File: config.mk
export PLATFORM = sky130hd
export DESIGN_NAME = load_store_unit
export DESIGN_NICKNAME = d
export VERILOG_FILES = /design/src/rtl/load_store_unit.sv
export SDC_FILE = /design/constraint.sdc
export NUM_CORES = 1
export LEC_CHECK = 0
export CORE_MARGIN = 3
export CORE_UTILIZATION = 25
export CTS_CLUSTER_DIAMETER = 60
export CTS_CLUSTER_SIZE = 14
export DETAILED_ROUTE_END_ITERATION = 10
export PLACE_DENSITY = 0.59
export SYNTH_ARGS = -nofsm -noshare
export SYNTH_HDL_FRONTEND = slang
export SYNTH_SLANG_ARGS = --single-unit
File: constraint.sdc
create_clock -name clk -period 3.7 [get_ports clk]
set_input_delay 0.925 -clock clk [delete_from_list [all_inputs] [get_ports clk]]
set_output_delay 0.925 -clock clk [all_outputs]
set_load 0.005 [all_outputs]
File: src/rtl/load_store_unit.sv
// Load/store unit for a word-wide data memory: one RV32I load or store in flight at a time.
// Define LSU_MISALIGN_SPLIT_EN to execute misaligned accesses (splitting word-crossing ones) instead of trapping them.
module load_store_unit #(
  parameter int MEM_WORDS = 8
) (
  input  logic        clk,
  input  logic        rst_n,
  input  logic        req_valid,
  output logic        req_ready,
  input  logic        req_store,
  input  logic [2:0]  req_funct3,
  input  logic [31:0] req_addr,
  input  logic [31:0] req_wdata,
  output logic        rsp_valid,
  input  logic        rsp_ready,
  output logic [31:0] rsp_rdata,
  output logic        rsp_misalign,
  output logic        rsp_fault,
  output logic        mem_we,
  output logic        mem_rd,
  output logic [31:0] mem_addr,
  output logic [31:0] mem_wdata,
  output logic [3:0]  mem_be,
  input  logic [31:0] mem_rdata
);

  typedef enum logic [1:0] {IDLE, ACC0, ACC1, RESP} state_t;

  localparam logic [29:0] WORDS = 30'(MEM_WORDS);

  state_t      state;
  logic        lat_store;
  logic [2:0]  lat_funct3;
  logic [1:0]  lat_off;

  logic [29:0] req_word;
  logic [1:0]  req_off;
  logic [3:0]  size_mask;
  logic        funct3_ok;
  logic        req_fault;
  logic        req_misalign;
  logic [3:0]  acc0_be;
  logic [31:0] acc0_wdata;

`ifdef LSU_MISALIGN_SPLIT_EN
  logic [7:0]  be_wide;
  logic [63:0] data_wide;
  logic        req_cross;
  logic        lat_cross;
  logic [3:0]  hi_be;
  logic [31:0] hi_wdata;
  logic [31:0] lo_word;
  logic [31:0] split_aligned;
`endif

  function automatic logic [31:0] extend_load(input logic [31:0] d, input logic [2:0] f3);
    case (f3)
      3'b000:  extend_load = {{24{d[7]}}, d[7:0]};
      3'b001:  extend_load = {{16{d[15]}}, d[15:0]};
      3'b100:  extend_load = {24'h0, d[7:0]};
      3'b101:  extend_load = {16'h0, d[15:0]};
      default: extend_load = d;
    endcase
  endfunction

  // Request decode: lane strobes, shifted store data and error classification
  always_comb begin
    req_word = req_addr[31:2];
    req_off  = req_addr[1:0];
    case (req_funct3)
      3'b000, 3'b001, 3'b010, 3'b100, 3'b101: funct3_ok = 1'b1;
      default:                                funct3_ok = 1'b0;
    endcase
    case (req_funct3[1:0])
      2'b00:   size_mask = 4'b0001;
      2'b01:   size_mask = 4'b0011;
      default: size_mask = 4'b1111;
    endcase
`ifdef LSU_MISALIGN_SPLIT_EN
    // Upper halves of the widened strobes/data belong to the following word
    be_wide      = {4'b0000, size_mask} << req_off;
    data_wide    = {32'h0, req_wdata} << {req_off, 3'b000};
    acc0_be      = be_wide[3:0];
    acc0_wdata   = data_wide[31:0];
    req_cross    = |be_wide[7:4];
    req_fault    = !funct3_ok || (req_word >= WORDS) ||
                   (req_cross && ((req_word + 30'd1) >= WORDS));
    req_misalign = 1'b0;
`else
    acc0_be      = size_mask << req_off;
    acc0_wdata   = req_wdata << {req_off, 3'b000};
    req_fault    = !funct3_ok || (req_word >= WORDS);
    req_misalign = ((req_funct3[1:0] == 2'b01) && req_off[0]) ||
                   ((req_funct3[1:0] == 2'b10) && (req_off != 2'b00));
`endif
  end

`ifdef LSU_MISALIGN_SPLIT_EN
  always_comb begin
    split_aligned = 32'({mem_rdata, lo_word} >> {lat_off, 3'b000});
  end
`endif

  always_ff @(posedge clk or negedge rst_n) begin
    if (!rst_n) begin
      state        <= IDLE;
      req_ready    <= 1'b1;
      rsp_valid    <= 1'b0;
      rsp_rdata    <= 32'h0;
      rsp_misalign <= 1'b0;
      rsp_fault    <= 1'b0;
      mem_we       <= 1'b0;
      mem_rd       <= 1'b0;
      mem_addr     <= 32'h0;
      mem_wdata    <= 32'h0;
      mem_be       <= 4'h0;
      lat_store    <= 1'b0;
      lat_funct3   <= 3'b000;
      lat_off      <= 2'b00;
`ifdef LSU_MISALIGN_SPLIT_EN
      lat_cross    <= 1'b0;
      hi_be        <= 4'h0;
      hi_wdata     <= 32'h0;
      lo_word      <= 32'h0;
`endif
    end else begin
      case (state)
        IDLE: begin
          if (req_valid && req_ready) begin
            req_ready  <= 1'b0;
            lat_store  <= req_store;
            lat_funct3 <= req_funct3;
            lat_off    <= req_off;
            rsp_rdata  <= 32'h0;
            if (req_fault || req_misalign) begin
              state        <= RESP;
              rsp_valid    <= 1'b1;
              rsp_fault    <= req_fault;
              rsp_misalign <= !req_fault && req_misalign;
            end else begin
              state     <= ACC0;
              mem_we    <= req_store;
              mem_rd    <= !req_store;
              mem_addr  <= {req_addr[31:2], 2'b00};
              mem_be    <= acc0_be;
              mem_wdata <= acc0_wdata;
`ifdef LSU_MISALIGN_SPLIT_EN
              lat_cross <= req_cross;
              hi_be     <= be_wide[7:4];
              hi_wdata  <= data_wide[63:32];
`endif
            end
          end
        end
        ACC0: begin
          mem_we <= 1'b0;
          mem_rd <= 1'b0;
          mem_be <= 4'h0;
`ifdef LSU_MISALIGN_SPLIT_EN
          if (lat_cross) begin
            state     <= ACC1;
            mem_we    <= lat_store;
            mem_rd    <= !lat_store;
            mem_addr  <= mem_addr + 32'd4;
            mem_be    <= hi_be;
            mem_wdata <= hi_wdata;
            lo_word   <= mem_rdata;
          end else begin
            state     <= RESP;
            rsp_valid <= 1'b1;
            rsp_rdata <= lat_store ? 32'h0 :
                         extend_load(mem_rdata >> {lat_off, 3'b000}, lat_funct3);
          end
`else
          state     <= RESP;
          rsp_valid <= 1'b1;
          rsp_rdata <= lat_store ? 32'h0 :
                       extend_load(mem_rdata >> {lat_off, 3'b000}, lat_funct3);
`endif
        end
        ACC1: begin
`ifdef LSU_MISALIGN_SPLIT_EN
          // Both halves are merged before sign/zero extension
          mem_we    <= 1'b0;
          mem_rd    <= 1'b0;
          mem_be    <= 4'h0;
          state     <= RESP;
          rsp_valid <= 1'b1;
          rsp_rdata <= lat_store ? 32'h0 : extend_load(split_aligned, lat_funct3);
`else
          state <= IDLE;
`endif
        end
        RESP: begin
          if (rsp_valid && rsp_ready) begin
            state        <= IDLE;
            rsp_valid    <= 1'b0;
            rsp_rdata    <= 32'h0;
            rsp_fault    <= 1'b0;
            rsp_misalign <= 1'b0;
            req_ready    <= 1'b1;
          end
        end
        default: state <= IDLE;
      endcase
    end
  end

endmodule

Word level (Yosys, flattened, before mapping) --
Cells that the tools add are included.
Operators by class: mux-type cells 33, add/sub/neg operators 0, multiply operators 0, shift-type cells 3, bitwise operators 1, reduce and logical (&&, ||, !) cells 28, equality and inequality tests 16, div/mod/pow operators 0, $lt $le $gt $ge 1
Operators with widths (number):
- 32-bit case mux with 4 select lines | 1
- 32-bit two-way mux | 3
- 32-bit case mux with 3 select lines | 1
- 32-bit by 5-bit left shift with 32-bit output | 1
- 32-bit by 5-bit right shift with 32-bit output | 1
- 30-bit by 4-bit >= comparator with 1-bit output, second input constant | 1
- 4-bit case mux with 2 select lines | 2
- 1-bit two-way mux | 14
- 3-bit == test, second input constant | 4
- 3-bit AND reduction | 4
- 1-bit case mux with 2 select lines | 5
- 4-bit two-way mux | 2
- 2-bit inequality test, second input constant | 4
- 2-bit case mux with 4 select lines | 1
- 4-bit AND reduction | 2
- 2-bit == test, second input constant | 3
- 3-bit by 1-bit == test with 1-bit output, second input constant | 2
- 3-bit zero test | 2
- 2-bit two-way mux | 3
- 2-bit nonzero test | 3
- 1-bit logical AND | 5
- 5-bit OR reduction | 1
- 2-bit by 1-bit == test with 1-bit output, second input constant | 2
- 2-bit zero test | 2
- 8 further kinds | 13
Word-level totals: register bits after elaboration 112, input port bits 104, bits in writable memories 0, latch bits 0, output and inout bits 106, ROM bits 0, memories 0

Logic depth before layout (Yosys ltp) --
Gate-level depths: netlist of the first run.
depth after elaboration 10, depth in mapped cells 7

Least setup slack after synthesis of the first run --
Ideal clock, no wire load.
kind input port to flip-flop, start input port req_addr[22], end register mem_addr[4], setup time 0.125 ns, data required time 3.575 ns, setup slack 1.083 ns, data arrival time 2.492 ns, path buffers 1, cell stages on the path 5, cell sequence nor4_1 > nand4_1 > nor4_4 > buf_6 > mux2_2
On the way: word-level cells in the longest chain between the ends 5
Ends and longest elaborated chain:
- start: declaration | RTL line 12 | input logic [31:0] req_addr,
- 30-bit by 4-bit >= comparator with 1-bit output | RTL line 92 | req_fault = !funct3_ok || (req_word >= WORDS);
- 1-bit logical OR | RTL line 92
- 1-bit logical OR | RTL line 135 | if (req_fault || req_misalign) begin
- 1-bit NOT (no line)
- 3-bit AND reduction (no line)
- end signal: assignment | RTL line 144 | mem_addr <= {req_addr[31:2], 2'b00};
- end: declaration | RTL line 21 | output logic [31:0] mem_addr,
No other way between the ends. A chain may end at the register's enable or synchronous reset.

Worst setup path after layout of the first run --
start input port req_funct3[0], end register mem_wdata[24]
On the way: word-level cells in the longest chain between the ends 8
Ends and longest elaborated chain:
- start: declaration | RTL line 11 | input logic [2:0] req_funct3,
- 3-bit by 1-bit == test with 1-bit output, or another cell as far along | RTL line 70 | case (req_funct3)
- 5-bit OR reduction | RTL line 70
- 1-bit two-way mux | RTL line 70
- 1-bit zero test | RTL line 92
- 1-bit logical OR | RTL line 92
- 1-bit logical OR * | RTL line 135
- 1-bit NOT (no line) *
- 3-bit AND reduction (no line) *
- end signal: assignment | RTL line 146 | mem_wdata <= acc0_wdata;
- end: declaration | RTL line 22 | output logic [31:0] mem_wdata,
Every way passes the cells marked *; elsewhere a longest branch is shown, timed or not.

==> results of run 1 <==
-- final cells by class --
| type | count | area, um2 |
|---|---|---|
| clock buffers | 9 | 225 |
| clock inverters | 7 | 78.8 |
| fillers | 2014 | 12600 |
| inverters | 13 | 48.8 |
| multi-input cells | 304 | 2300 |
| flip-flops and latches | 112 | 2800 |
| well taps | 270 | 338 |
| repair buffers | 218 | 2160 |
-- cell families (layout without fill, tap and decap cells) --
logic type,Yosys count,count (layout)
muxes,86,86
DFF,112,112
AOI/OAI and AO/OA,100,100
buffers and inverters,48,247
xor gates and xnor gates,1,1
and+or+nand+nor,115,115
other,1,2
-- where the power goes --
| part | switching (mW) | internal, mW | total, mW |
|---|---|---|---|
| registers | 0.00275 | 1.23 | 1.23 |
| clock network | 0.477 | 0.533 | 1.01 |
| logic | 0.111 | 0.144 | 0.255 |
| total | 0.590 | 1.90 | 2.49 |
-- synthesized netlist by cell type (2+ instances only) --
| library cell | instances | area share (%) |
|---|---|---|
| o22ai_1 | 2 | 0.23 |
| a221o_1 | 16 | 3.0 |
| mux2_2 | 40 | 8.5 |
| dfrtp_1 | 111 | 52 |
| nor2b_1 | 39 | 4.6 |
| o21ai_0 | 22 | 2.1 |
| nand2_1 | 37 | 2.6 |
| mux2i_1 | 45 | 8.5 |
| a21oi_1 | 18 | 1.7 |
| o2bb2ai_1 | 17 | 2.8 |
| a211oi_1 | 9 | 1.3 |
| buf_6 | 3 | 0.63 |
| buf_4 | 4 | 0.56 |
| nand4_1 | 2 | 0.23 |
| nor3_1 | 3 | 0.28 |
| buf_1 | 7 | 0.49 |
| inv_1 | 13 | 0.92 |
| nor4_1 | 6 | 0.70 |
| clkbuf_1 | 13 | 0.92 |
| or2_2 | 2 | 0.23 |
| nor2_1 | 14 | 0.99 |
| buf_2 | 8 | 0.75 |
| nand2b_1 | 3 | 0.35 |
| a22o_1 | 9 | 1.5 |
-- worst max-delay path, delay by kind of cell --
family / cells / cell delay [ns]
simple gates: 2 / 0.71
buf+inv: 2 / 0.87
mux: 1 / 0.38
compound gates: 1 / 0.22
-- sequential cells by signal, indices dropped and copies added, names as in the netlist, 2 cells and up --
name / count
lat_funct3: 3
mem_be: 4
lat_off: 2
state: 2
rsp_rdata: 32
mem_wdata: 32
mem_addr: 30
-- worst max-delay path by stage --
stage	startpoint	end	cells past startpoint
floorplan	req_addr[22]	mem_addr[4]	5
global placement	req_funct3[0]	mem_addr[2]	6
detailed placement	req_funct3[0]	mem_wdata[21]	6
CTS	req_funct3[0]	mem_wdata[21]	6
global route	req_funct3[0]	mem_wdata[24]	6
finish	req_funct3[0]	mem_wdata[24]	6
-- layer usage --
layer | GRT usage [%] | routed length (um) | vias up | part of all wire, %
met5 | 0 | 0 | - | 0
met4 | 2.87 | 208 | 0 | 1.3
met1 | 16.8 | 6880 | 2121 | 42
met2 | 23.6 | 8050 | 138 | 49
met3 | 6.14 | 1280 | 15 | 7.8
li1 | - | - | 2059 | -
-- metrics by stage --
step / setup WS (ns) / cell area, um2 / instances / util [%] / hold slack, ns
floorplan: 1.08 / 5330 / 464 / - / 0.479
global placement: 0.491 / 7660 / 917 / 37.2 / 0.476
detailed placement: 0.443 / 7660 / 917 / 37.2 / 0.483
CTS: 0.819 / 7960 / 933 / 38.7 / 0.504
global route: 0.637 / 7960 / 933 / 38.7 / 0.514
finish: 0.793 / 7960 / 933 / 38.7 / 0.504
==> impl_metrics.env, run 1 <==
export IMPL_status="complete, no violations"
export IMPL_dominantRegCellSynth="dfrtp_1"
export IMPL_hold_path_depth=1
export IMPL_detail_route_wl_per_cell_um=17.6
export IMPL_worst_pin_slew_ns=0.820
export IMPL_cts_sinks=112
export IMPL_initial_utilization_pct=25.9
export IMPL_path_class="input pin to flip-flop"
export IMPL_setup_tns_ns=0
export IMPL_synth_edf_count=0
export IMPL_cts_buffers=9
export IMPL_first_pass_iters=4
export IMPL_synth_top_family_by_area="multiplexers"
export IMPL_root_buffer="clkbuf_16"
export IMPL_grt_pass1_vias=4707
export IMPL_crit_arrival_ns=3.14
export IMPL_worstPathCellList="clkdlybuf4s50_1 > o21ai_0 > nand4_1 > nor4_4 > buf_12 > mux2_2"
export IMPL_r2r_cells=4
export IMPL_cts_tree="done"
export IMPL_overflow=0
export IMPL_synth_seq_cells=112
export IMPL_final_nets=762
export IMPL_grt_usage_pct=14.0
export IMPL_vias=4333
export IMPL_vdd_drop_max_v=0.000194
export IMPL_rsz0062_at_grt="no"
export IMPL_cellLeakagePower_nw=3.42
export IMPL_yosys_area_share_xor_xnor_pct=0.164
export IMPL_skew_ns=0.00638
export IMPL_core_area_um2=20600
export IMPL_muxShareOfSynthArea_pct=17.3
export IMPL_ys_seq_area_share_pct=52.6
export IMPL_n_antenna_cell=0
export IMPL_holdPathEnd="rsp_rdata[9]"
export IMPL_ctsHtreeMaxLevel=3
export IMPL_netlist_area_um2=5330
export IMPL_post_cts_buffers=0
export IMPL_wirelength_um=16400
export IMPL_syn_inst=463
export IMPL_grt_first_pass_wirelength_um=26500
export IMPL_vias_per_cell=4.64
export IMPL_cts_hold_buf=0
export IMPL_synth_area_per_cell_um2=11.5
export IMPL_cts_repair_resized=0
export IMPL_synthToLayoutAreaGrowth_pct=49.5
export IMPL_start_kind="input pin"
export IMPL_grt_antenna_before_repair=0
export IMPL_slew_viol_final=0
export IMPL_slew_limit_headroom_pct=45.3
export IMPL_rr_endpoint="rsp_rdata[28]"
export IMPL_gp_congestion=0.826
export IMPL_finalSetupViolations=0
export IMPL_power_density_nw_per_um2=313
export IMPL_dp_hpwl_um=12100
export IMPL_first_iter_violations=178
export IMPL_hold_viol_final=0
export IMPL_die_w_um=152
export IMPL_drive_above_1_share_pct=11.8
export IMPL_period_minus_slack_ns=2.91
export IMPL_timing_fmax_mhz=344
export IMPL_clock_path_buffers=2
export IMPL_timing_final_crit_share_pct=78.6
export IMPL_ant_nets=0
export IMPL_endpoint_kind="flip-flop"
export IMPL_layout_commonest_cell="clkdlybuf4s50_1"
export IMPL_cts_clk_slew_worst_paths_ns=0.08
export IMPL_synth_fa_ha_area_share_pct=0
export IMPL_port_buffers=207
export IMPL_synth_compound_area_share_pct=13.6
export IMPL_hold_start="rsp_rdata[9]"
export IMPL_slowest_stage="clkdlybuf4s50_1"
export IMPL_cpPeakStageDelay_ns=0.54
export IMPL_worstPathRequired_ns=3.94
export IMPL_finalPower_mw=2.49
export IMPL_io_pins=210
export IMPL_synth_cell_types=44
export IMPL_synth_async_reset_ratio_pct=100
export IMPL_die_y_um=152
export IMPL_hold_path_class="flip-flop to flip-flop"
export IMPL_maxCapViolations=0
export IMPL_die_area_um2=23100
export IMPL_row_count=52
export IMPL_synth_simple_area_share_pct=11.9
export IMPL_cp_max_fo=62
export IMPL_layout_common_cells="206 x clkdlybuf4s50_1, 111 x dfrtp_1, 45 x mux2i_1, 40 x mux2_2, 39 x nor2b_1"
export IMPL_r2r_slack_ns=1.09
export IMPL_drc=0
export IMPL_grt_max_degree=63
export IMPL_yosysWarnings=0
export IMPL_clk_latency_ns=0.35
export IMPL_rr_startpoint="state[0]"
Note: power is estimated with default switching activity, not from simulation.
==> inputs of run 2 (changes only) <==
--- a/config.mk
+++ b/config.mk
@@ -10,7 +10,7 @@
 export CTS_CLUSTER_DIAMETER = 60
 export CTS_CLUSTER_SIZE = 14
 export DETAILED_ROUTE_END_ITERATION = 10
-export PLACE_DENSITY = 0.59
+export PLACE_DENSITY = 0.61
 export SYNTH_ARGS = -nofsm -noshare
 export SYNTH_HDL_FRONTEND = slang
 export SYNTH_SLANG_ARGS = --single-unit
==> constraint.sdc (replaced) <==
create_clock -name clk -period 2.5 [get_ports clk]
set_input_delay 0.625 -clock clk [delete_from_list [all_inputs] [get_ports clk]]
set_output_delay 0.625 -clock clk [all_outputs]
set_load 0.005 [all_outputs]
==> impl_metrics.env, run 2 (synthesis results as in run 1) <==
export IMPL_status="complete, no violations"
export IMPL_layout_commonest_cell="clkdlybuf4s50_1"
export IMPL_ant_nets=0
export IMPL_hold_path_class="input pin to async pin"
export IMPL_cts_clk_slew_worst_paths_ns=0.07
export IMPL_place_inst=941
export IMPL_layout_common_cells="206 x clkdlybuf4s50_1, 111 x dfrtp_1, 45 x mux2i_1, 40 x mux2_2, 39 x nor2b_1"
export IMPL_root_buffer="clkbuf_16"
export IMPL_reg_top3="mem_wdata x32, rsp_rdata x32, mem_addr x30"
export IMPL_slew_limit_headroom_pct=24.9
export IMPL_vias=4447
export IMPL_dp_hpwl_um=12500
export IMPL_worstPathRequired_ns=2.73
export IMPL_grt_pass1_vias=4857
export IMPL_finalPower_mw=3.75
export IMPL_path_class="input pin to flip-flop"
export IMPL_rr_startpoint="lat_off[1]"
export IMPL_wl_met3_um=907
export IMPL_startpoint="req_addr[25]"
export IMPL_detail_route_wl_per_cell_um=17.1
export IMPL_vias_per_cell=4.65
export IMPL_overflow=0
export IMPL_cts_repair_resized=0
export IMPL_crit_arrival_ns=2.58
export IMPL_highest_layer="met4"
export IMPL_cts_buffers=9
export IMPL_die_area_um2=23100
export IMPL_endpoint_kind="flip-flop"
export IMPL_cp_max_fo=33
export IMPL_grt_first_pass_wirelength_um=26500
export IMPL_power_density_nw_per_um2=458
export IMPL_slew_viol_final=0
export IMPL_hold_viol_final=0
export IMPL_first_iter_violations=173
export IMPL_port_buffers=207
export IMPL_first_pass_iters=4
export IMPL_start_kind="input pin"
export IMPL_maxCapViolations=0
export IMPL_cellLeakagePower_nw=3.57
export IMPL_multiInputGateArea_um2=2300
export IMPL_initial_utilization_pct=25.9
export IMPL_post_cts_buffers=0
export IMPL_timing_final_crit_share_pct=94.0
export IMPL_rsz0062_at_grt="no"
export IMPL_die_w_um=152
export IMPL_clk_latency_ns=0.35
export IMPL_final_cells=957
export IMPL_vdd_drop_max_v=0.000277
export IMPL_gp_congestion=0.840
export IMPL_row_count=52
export IMPL_die_y_um=152
export IMPL_wirelength_um=16400
export IMPL_period_minus_slack_ns=2.35
export IMPL_finalSetupViolations=0
export IMPL_grt_max_degree=57
export IMPL_n_antenna_cell=0
export IMPL_cts_tree="done"
export IMPL_cts_sinks=112
export IMPL_ctsHtreeMaxLevel=3
export IMPL_drive_above_1_share_pct=14.8
export IMPL_skew_ns=0.0106
export IMPL_drc=0
export IMPL_grt_usage_pct=14.0
export IMPL_cts_hold_buf=0
export IMPL_io_pins=210
export IMPL_synthToLayoutAreaGrowth_pct=53.9
export IMPL_dr_wl_met2_um=8140
export IMPL_wl_met1_um=7170
export IMPL_fill_cells=2019
export IMPL_final_nets=786
export IMPL_timing_fmax_mhz=426
export IMPL_clock_path_buffers=2
export IMPL_grt_antenna_before_repair=0
export IMPL_regArea_um2=2800
export IMPL_setup_tns_ns=0
export IMPL_worst_pin_slew_ns=1.12
export IMPL_core_area_um2=20600
run 2: cell types whose count changed in the layout (fill, tap and decap cells not counted), sizes merged:
| cell | delta |
|---|---|
| buf | +24 |
| clkbuf | +1 |
| clkinvlp | -2 |
| inv | +1 |
run 2: where the power goes:
part / switching [mW] / leakage (nW) / internal [mW]
clock: 0.708 / 0.155 / 0.821
sequential: 0.00507 / 1.45 / 1.82
combinational: 0.169 / 1.96 / 0.231
total: 0.883 / 3.57 / 2.87
run 2: metal layers:
layer	global-route usage, %	vias up
met5	0	-
met3	3.47	16
met1	17.6	2195
li1	-	2099
met2	24.1	137
met4	3.64	0
run 2: path summary, 6_finish.rpt:
check | end | slack (ns) | cells past startpoint
setup / recovery | mem_wdata[31] | 0.15 | 6
hold / removal | mem_rd | 0.22 | 1
setup reg to reg | rsp_rdata[16] | 0.45 | 5
hold reg to reg | rsp_rdata[10] | 0.50 | 1
max in group asynchronous | mem_addr[16] | 1.58 | 2
min in group clk | rsp_rdata[10] | 0.50 | 1
run 2: layout make-up:
type / count / area share [%]
sequential: 112 / 34.2
timing repair buffer: 242 / 29.2
multi-input combinational: 304 / 28.1
tap: 270 / 4.12
clock buffer: 10 / 2.91
clock inverter: 6 / 0.885
inverter: 13 / 0.595
run 2: per-stage QoR:
stage / util [%] / setup WS, ns / cell area, um2 / hold slack, ns
4_1_cts: 39.9 / 0.174 / 8200 / 0.217
6_report: 39.9 / 0.151 / 8200 / 0.218
5_1_grt: 39.9 / 0.00350 / 8200 / 0.239
3_5_place_dp: 38.4 / -0.199 / 7890 / 0.482
2_1_floorplan: - / 0.183 / 5330 / 0.329
3_3_place_gp: 38.4 / -0.151 / 7890 / 0.481
run 2: critical path, stage by stage:
cell and delay [ns]:
clkdlybuf4s50_1 0.42, nor4_1 0.29, nand4_1 0.22, nor4_4 0.40
buf_12 0.25, mux2_2 0.36
==> inputs of run 3 (changes only) <==
--- a/config.mk
+++ b/config.mk
@@ -5,11 +5,13 @@
 export SDC_FILE = /design/constraint.sdc
 export NUM_CORES = 1
 export LEC_CHECK = 0
+export ABC_CLOCK_PERIOD_IN_PS = 2500
 export CORE_MARGIN = 3
 export CORE_UTILIZATION = 25
 export CTS_CLUSTER_DIAMETER = 60
 export CTS_CLUSTER_SIZE = 14
 export DETAILED_ROUTE_END_ITERATION = 10
+export HOLD_SLACK_MARGIN = 0.03
 export PLACE_DENSITY = 0.61
 export SYNTH_ARGS = -nofsm -noshare
 export SYNTH_HDL_FRONTEND = slang
==> results of run 3 <==
The final DEF is identical to that of run 2; final timing and power are the same.
